--- src/rtl/lottery_pkg.sv ---
// Shared types and constants for the lottery draw block.
// Contents:
//   state_e           draw FSM states (idle, drawing, draw held)
//   LFSR_TAPS         Galois tap mask for x^16+x^14+x^13+x^11+1
//   DEFAULT_SEED      LFSR reset value and zero-seed substitute
//   DEFAULT_DIGIT_MAX largest accepted digit
//   NUM_DIGITS        digits per draw
//   lfsr_step()       one right-shift Galois step
package lottery_pkg;

    typedef enum logic [1:0] {
        StIdle,
        StDraw,
        StDone
    } state_e;

    localparam logic [15:0] LFSR_TAPS         = 16'hB400;
    localparam logic [15:0] DEFAULT_SEED      = 16'hACE1;
    localparam int unsigned DEFAULT_DIGIT_MAX = 9;
    localparam int unsigned NUM_DIGITS        = 4;

    function automatic logic [15:0] lfsr_step(input logic [15:0] q);
        logic [15:0] nxt;
        nxt = q >> 1;
        if (q[0]) begin
            nxt = nxt ^ LFSR_TAPS;
        end
        return nxt;
    endfunction

endpackage

--- src/rtl/lfsr16_galois.sv ---
// Free-running 16-bit Galois LFSR with synchronous seed load.
// Ports:
//   clk       system clock, rising edge
//   reset     asynchronous active-low reset, loads SEED
//   load      replace this cycle's step with load_val
//   load_val  new seed; zero is replaced by SEED so the register never locks up
//   q         current LFSR value
module lfsr16_galois
    import lottery_pkg::*;
#(
    parameter logic [15:0] SEED = DEFAULT_SEED
) (
    input  logic        clk,
    input  logic        reset,
    input  logic        load,
    input  logic [15:0] load_val,
    output logic [15:0] q
);

    logic [15:0] lfsr_d;
    logic [15:0] lfsr_q;

    always_comb begin
        if (load) begin
            lfsr_d = (load_val == 16'h0000) ? SEED : load_val;
        end else begin
            lfsr_d = lfsr_step(lfsr_q);
        end
    end

    always_ff @(posedge clk or negedge reset) begin
        if (!reset) begin
            lfsr_q <= SEED;
        end else begin
            lfsr_q <= lfsr_d;
        end
    end

    assign q = lfsr_q;

endmodule

--- src/rtl/sorteio_loteria.sv ---
// Lottery draw: produces four BCD winning digits from an LFSR by rejection
// sampling and presents them through a req/valid/ack handshake.
// Optional build macro: SORTEIO_NO_REPEAT_EN -- when defined, a candidate equal
// to a digit already accepted in the current draw is rejected (digits distinct).
// Ports:
//   clk        system clock, rising edge
//   reset      asynchronous active-low reset
//   draw_req   start a new draw (honoured in idle and when a draw is held)
//   draw_ack   consumer has taken d0..d3 (honoured only when a draw is held)
//   seed_load  load seed_in into the LFSR this cycle
//   seed_in    new LFSR seed (zero maps to SEED)
//   busy       draw in progress
//   valid      d0..d3 hold a completed draw
//   d0..d3     drawn digits, d0 first
//   draw_cnt   completed draws since reset, wraps at 256
module sorteio_loteria
    import lottery_pkg::*;
#(
    parameter logic [15:0] SEED      = DEFAULT_SEED,
    parameter int unsigned DIGIT_MAX = DEFAULT_DIGIT_MAX
) (
    input  logic        clk,
    input  logic        reset,
    input  logic        draw_req,
    input  logic        draw_ack,
    input  logic        seed_load,
    input  logic [15:0] seed_in,
    output logic        busy,
    output logic        valid,
    output logic [3:0]  d0,
    output logic [3:0]  d1,
    output logic [3:0]  d2,
    output logic [3:0]  d3,
    output logic [7:0]  draw_cnt
);

    state_e      state_d, state_q;
    logic [1:0]  idx_d, idx_q;
    logic        busy_d, busy_q;
    logic        valid_d, valid_q;
    logic [7:0]  cnt_d, cnt_q;
    logic [3:0]  digits_q [NUM_DIGITS];
    logic        wr_en;

    logic [15:0] lfsr;
    logic [3:0]  cand;
    logic        in_range;
    logic        is_repeat;
    logic        accept;
    logic        unused_lfsr;

    lfsr16_galois #(
        .SEED (SEED)
    ) u_lfsr (
        .clk      (clk),
        .reset    (reset),
        .load     (seed_load),
        .load_val (seed_in),
        .q        (lfsr)
    );

    // Candidate is the pre-step value, so a seed load this cycle does not disturb it.
    assign cand        = lfsr[3:0];
    assign unused_lfsr = ^lfsr[15:4];
    assign in_range    = (32'(cand) <= DIGIT_MAX);

`ifdef SORTEIO_NO_REPEAT_EN
    // Only slots below idx_q belong to the current draw; higher ones are stale.
    always_comb begin
        is_repeat = 1'b0;
        for (int i = 0; i < NUM_DIGITS; i++) begin
            if ((2'(i) < idx_q) && (digits_q[i] == cand)) begin
                is_repeat = 1'b1;
            end
        end
    end
`else
    assign is_repeat = 1'b0;
`endif

    assign accept = in_range && !is_repeat;

    always_comb begin
        state_d = state_q;
        idx_d   = idx_q;
        busy_d  = busy_q;
        valid_d = valid_q;
        cnt_d   = cnt_q;
        wr_en   = 1'b0;
        case (state_q)
            StIdle: begin
                if (draw_req) begin
                    state_d = StDraw;
                    idx_d   = 2'd0;
                    busy_d  = 1'b1;
                end
            end
            StDraw: begin
                if (accept) begin
                    wr_en = 1'b1;
                    idx_d = idx_q + 2'd1;
                    if (idx_q == 2'(NUM_DIGITS - 1)) begin
                        state_d = StDone;
                        busy_d  = 1'b0;
                        valid_d = 1'b1;
                        cnt_d   = cnt_q + 8'd1;
                    end
                end
            end
            StDone: begin
                // A new request takes priority over a simultaneous acknowledge.
                if (draw_req) begin
                    state_d = StDraw;
                    idx_d   = 2'd0;
                    busy_d  = 1'b1;
                    valid_d = 1'b0;
                end else if (draw_ack) begin
                    state_d = StIdle;
                    valid_d = 1'b0;
                end
            end
            default: begin
                state_d = StIdle;
                busy_d  = 1'b0;
                valid_d = 1'b0;
            end
        endcase
    end

    always_ff @(posedge clk or negedge reset) begin
        if (!reset) begin
            state_q <= StIdle;
            idx_q   <= 2'd0;
            busy_q  <= 1'b0;
            valid_q <= 1'b0;
            cnt_q   <= 8'd0;
        end else begin
            state_q <= state_d;
            idx_q   <= idx_d;
            busy_q  <= busy_d;
            valid_q <= valid_d;
            cnt_q   <= cnt_d;
        end
    end

    always_ff @(posedge clk or negedge reset) begin
        if (!reset) begin
            for (int i = 0; i < NUM_DIGITS; i++) begin
                digits_q[i] <= 4'd0;
            end
        end else if (wr_en) begin
            digits_q[idx_q] <= cand;
        end
    end

    assign busy     = busy_q;
    assign valid    = valid_q;
    assign d0       = digits_q[0];
    assign d1       = digits_q[1];
    assign d2       = digits_q[2];
    assign d3       = digits_q[3];
    assign draw_cnt = cnt_q;

endmodule

--- config.mk ---
export PLATFORM = sky130hd
export DESIGN_NAME = sorteio_loteria
export DESIGN_NICKNAME = d
export VERILOG_FILES = /design/src/rtl/lottery_pkg.sv /design/src/rtl/lfsr16_galois.sv /design/src/rtl/sorteio_loteria.sv
export SDC_FILE = /design/constraint.sdc
export NUM_CORES = 1
export LEC_CHECK = 0
export CORE_UTILIZATION = 35
export DETAILED_ROUTE_END_ITERATION = 10
export GPL_TIMING_DRIVEN = 0
export MAX_ROUTING_LAYER = met4
export PLACE_DENSITY = 0.66
export SYNTH_ARGS = -nofsm -noshare
export SYNTH_HDL_FRONTEND = slang
export SYNTH_HIERARCHICAL = 1
export SYNTH_SLANG_ARGS = --single-unit
--- constraint.sdc ---
create_clock -name clk -period 1.9 [get_ports clk]
set_clock_uncertainty 0.1 [all_clocks]
set_input_delay 0.19 -clock clk [delete_from_list [all_inputs] [get_ports clk]]
set_output_delay 0.19 -clock clk [all_outputs]
set_load 0.05 [all_outputs]
[Word-level counts from Yosys, hierarchy flattened]
Index checks and enable logic that the tools add are counted.
Cells by class
  multiplexer cells: 26
  bitwise operators: 3
  magnitude comparators: 3
  $add $sub $neg: 2
  reduce and logical (&&, ||, !) cells: 10
  equality and inequality tests: 8
Operators by type and width (number)
  $mux 16: 3
  $bwmux 16: 1
  $logic_not 16->1: 1
  $mux 2: 7
  $mux 1: 9
  $reduce_and 3->1: 3
  $add 8x1->8 const B: 1
  $demux 4 s2: 1
  $reduce_and 4->1: 2
  $ne 2x2->1 const B: 3
  $pmux 2 s3: 1
  $eq 2x2->1 const B: 2
  $le 4x4->1 const B: 1
  $mux 4: 1
  $not 3->4: 1
  $pmux 2 s2: 1
  $ge 3x3->1 const B: 1
  $lt 3x1->1 const B: 1
  $ne 3x3->1 const B: 1
  $not 2->3: 1
  $pmux 1 s3: 1
  $add 2x1->2 const B: 1
  $eq 2x1->1 const B: 1
  $logic_not 2->1: 1
  other kinds (6): 6
Word-level totals
  output and inout bits: 26
  input port bits: 21
  flip-flop bits (word level): 46
  logic and storage cells: 62

[Depth between registers and ports, before layout]
Gate-level depths: netlist (run 1).
  depth in word-level cells: 6
  mapped depth: 5
  depth with buffers taken out: 4

[Hierarchy]
The synthesis (run 1) kept the hierarchy.
By module, submodules not included
  sorteio_loteria: instances 1, seq. area each 750.7 um^2, area each 1395.1 um^2, cells an instance 100
  lfsr16_galois: instances 1, seq. area each 410.4 um^2, area each 670.6 um^2, cells an instance 43

[Worst setup path before layout (run 1)]
OpenSTA, ideal clock, no wires.
  path type: in2reg
  start point: input port seed_in[12]
  end point: register u_lfsr.lfsr_q[0] (netlist: u_lfsr/q[0])
  buffers on the path: 0
  slack: 0.323 ns
  data arrival time: 1.416 ns
  cell stages on the path: 3
  cells stage by stage: or4_4 o41ai_4 o22a_1
On the way
  word-level cells in the longest chain between the ends: 3
Ends and longest elaborated chain
  start: declaration: line sorteio_loteria.sv:27  | input logic [15:0] seed_in,
  $logic_not 16->1: line lfsr16_galois.sv:25  | lfsr_d = (load_val == 16'h0000) ? SEED : load_val;
  $mux 16: line lfsr16_galois.sv:25
  $mux 16: line lfsr16_galois.sv:24  | if (load) begin
  net u_lfsr.lfsr_d[0]: line lfsr16_galois.sv:20  | logic [15:0] lfsr_d;
  end signal: assignment: line lfsr16_galois.sv:35  | lfsr_q <= lfsr_d;
  end: declaration: line lfsr16_galois.sv:21  | logic [15:0] lfsr_q;
The timed path passes the listed nets, and every way through them passes these cells.
A chain may end at the register's enable or synchronous reset.

[Final worst setup path (run 1)]
  start point: register cnt_q[4] (netlist: draw_cnt[4])
  end point: output port draw_cnt[4]
RTL lines
  start: declaration: line sorteio_loteria.sv:41  | logic [7:0] cnt_d, cnt_q;
  start signal: assignment: line sorteio_loteria.sv:142  | cnt_q <= cnt_d;
  end: declaration: line sorteio_loteria.sv:34  | output logic [7:0] draw_cnt
No word-level cell between the ends.

==> metrics, run 1 <==
number of H-tree levels=2; gpl congestion=0.717; Post-Synthesis Cells=between 100 and 150; Final WS setup=around 63 ps; hold slack=approximately 230 ps; num rows=27; number of synthesized flops with an enable pin=0; Tcrit/Tclk final=0.967; Logic pwr share=0.499; worst path buffer plus inverter count=1; vias=~1300; synth warn=6; CTS root buffer=clkbuf_8; Worst VDD drop=~780 uV; sequential power share=0.358; internal power=~0.0024 W; Total Wirelength=just under 4 mm; number of diodes=0; GRT Total Usage=0.141; Core ar.=between 5000 and 6000 um^2; crit end category=output pin; switching part of the total=0.431; worst min path class=in -> async; Area Overhead vs Synth=32.6%; Yosys top cell area share=0.460; top cells by area, synth=dfrtp_1 46%, mux2_2 11%, dfstp_2 10%; Synth Cell Area=around 2100 um^2; crit start category=flip-flop; RSZ-0062 raised after global routing=no; Fmax=0.544 GHz; vias in the first global route=between 1000 and 1500; synthesis-stage register bit count=46; family with the most delay on the worst path=buffers and inverters; Die Y=slightly below 80 um; clock buffer depth=2; DP Worst Slack=-246 ps; synth unique cells=36; CP cell instances=clkdlybuf4s50_1; drt via density=4.86; total CTS buffers=5; CP max stage delay=between 800 and 900 ps; WP data required=between 1500 and 2000 ps; initial antenna violation count=0; Cell Area, Placed=2620 um^2; CTS clk-pin slew, worst paths=~90 ps; clock share of power=0.143; max-slew violation count=0; CP max-delay cell=clkdlybuf4s50_1; top-count cell post-synth=dfrtp_1; final setup violation count=0; Synth async-reset ratio=1.00; starting density of the core=0.368; die area=slightly above 6000 um^2; Hold Vio Cnt, Final=0; pwr/cell area=~1500 nW/um^2; relative slew slack=0.638; Tightest Pin Transition=543 ps; run status=complete, no violations; first-pass GRT wire length=6.47 mm; I/O pin count=between 40 and 50; Max Cap Viol=0; post-detail-place hpwl=2.85 mm; sequential area share after synthesis=0.562; crit path kind=reg -> out; per-cell routed wire length=roughly 14 um; worst-skew pair later-pin latency=approximately 300 ps; setup_tns=0 ps; Leak=between 1 and 1.5 nW; post-synthesis average cell area=around 14 um^2; Critical Path Start=draw_cnt[4]; Net Sw Power=approximately 0.0018 W; CTS tree=built; layout cells sized above 1=0.286; DR DRC count=0; top cells by count, synth=38 x dfrtp_1, 21 x mux2_2, 9 x xor2_1, 8 x dfstp_2, 8 x o22a_1; Die X-Extent=78.8 um; CP max FO=4; First-pass DRT Iterations=4; Post-DRT Antenna Nets=0; clk sinks=46; fillers=around 530; pin count of the biggest net entering global routing=32; Syn Nets=roughly 170; Post-layout nets=about 220; Final Cell Area=around 2700 um^2; Worst R2R Start=u_lfsr/q[1]; violation count after the first detailed-route iteration=68; fin crit period=roughly 1800 ps; WP data arrival=roughly 1600 ps; post-synth top area cell=dfrtp_1; Main synth FF type=dfrtp_1; Overflow after GRT=0; Port Buf Inserts=between 40 and 50
path summary, 6_finish.rpt:
kind                                     to  slack, ps  depth (start not counted)
worst min register to register  draw_cnt[7]        370                          1
worst min-delay path                  valid        230                          2
worst max register to register        d3[2]        230                          4
worst max-delay path            draw_cnt[4]         60                          1
min in group clk                u_lfsr/q[5]        330                          3
max in group asynchronous       u_lfsr/q[0]        910                          3
logic make-up (layout without fill, tap and decap cells):
kind of cell               count (synthesis)  in the layout  synth area share
xor gates and xnor gates                  10             10            0.0424
muxes                                     25             25             0.144
AOI/OAI and AO/OA                         20             20            0.0836
and+or+nand+nor                           28             28             0.114
DFF                                       46             46             0.562
buffers and inverters                      9             65            0.0236
adders and majority gates                  5              5            0.0303
layout make-up:
type,count,area (um^2),share of cell area
Tap cell,72,90.1,0.0329
Clock buffer,5,68.8,0.0251
Buffer,5,33.8,0.0123
Multi-Input combinational cell,88,856,0.312
Sequential cell,46,1160,0.424
Timing Repair Buffer,48,490,0.179
Inverter,4,15.0,0.00548
Clock inverter,3,23.8,0.00868
power by group through the flow:
stage	registers [W]	logic [W]	clock network (W)
after detailed placement	0.00154	0.00213	0
after CTS	0.00153	0.00214	0.000633
after global placement	0.00154	0.00210	0
after global routing	0.00157	0.00223	0.000666
final	0.00152	0.00212	0.000606
after floorplan	0.00231	0.000671	0
state kept, by name, indices dropped and copies added, names as in the netlist:
register,cells
draw_cnt,8
busy,1
d2,4
state_q,2
idx_q,2
u_lfsr/q,16
d3,4
valid,1
d1,4
d0,4
layout by cell type, fill, tap and decap left out, types with 3 or more instances in the layout:
| cell | netlist | layout |
|---|---|---|
| dfstp_2 | 8 | 8 |
| dfrtp_1 | 38 | 38 |
| clkdlybuf4s50_1 | 0 | 41 |
| mux2_2 | 21 | 21 |
| o22a_1 | 8 | 8 |
| nand3_1 | 5 | 5 |
| nand2_1 | 4 | 4 |
| mux2_4 | 4 | 4 |
| inv_1 | 4 | 4 |
| dlymetal6s2s_1 | 0 | 3 |
| xor2_1 | 9 | 9 |
| nor3_1 | 3 | 3 |
| clkbuf_8 | 0 | 5 |
| a21o_1 | 3 | 3 |
| ha_1 | 5 | 5 |
| buf_4 | 2 | 3 |
| or4_4 | 3 | 3 |
per-stage QoR:
stage	total power (W)	utilization	instances
after floorplan	0.00298	-	143
after global placement	0.00364	0.465	260
after detailed placement	0.00368	0.467	261
after CTS	0.00430	0.486	270
after global routing	0.00447	0.488	271
final	0.00424	0.488	271
per-layer routing:
| layer | GRT usage | routed length (um) | up-vias |
|---|---|---|---|
| met1 | 0.173 | 1800 | 647 |
| met3 | 0.0310 | 161 | 6 |
| li1 | - | - | 630 |
| met4 | 0.0491 | 59 | 0 |
| met2 | 0.229 | 1850 | 34 |
| met5 | - | 0 | - |
what timing repair did:
item,CTS,global route
setup buffers,0,1
endpoints found under the setup margin,0,6
gates resized for setup,0,3
endpoints found under the hold margin,15,0
hold buffers,1,0
Note: power is estimated with default switching activity, not from simulation.
==> run 2: changes to the inputs <==
- SLEW_MARGIN: default -> 20
==> results of run 2 <==
No change in the layout: final DEF, timing and power equal those of run 1.
==> run 3: changes to the inputs <==
- SLEW_MARGIN: 20 -> default
==> results of run 3 <==
No change in the layout: final DEF, timing and power equal those of run 1.
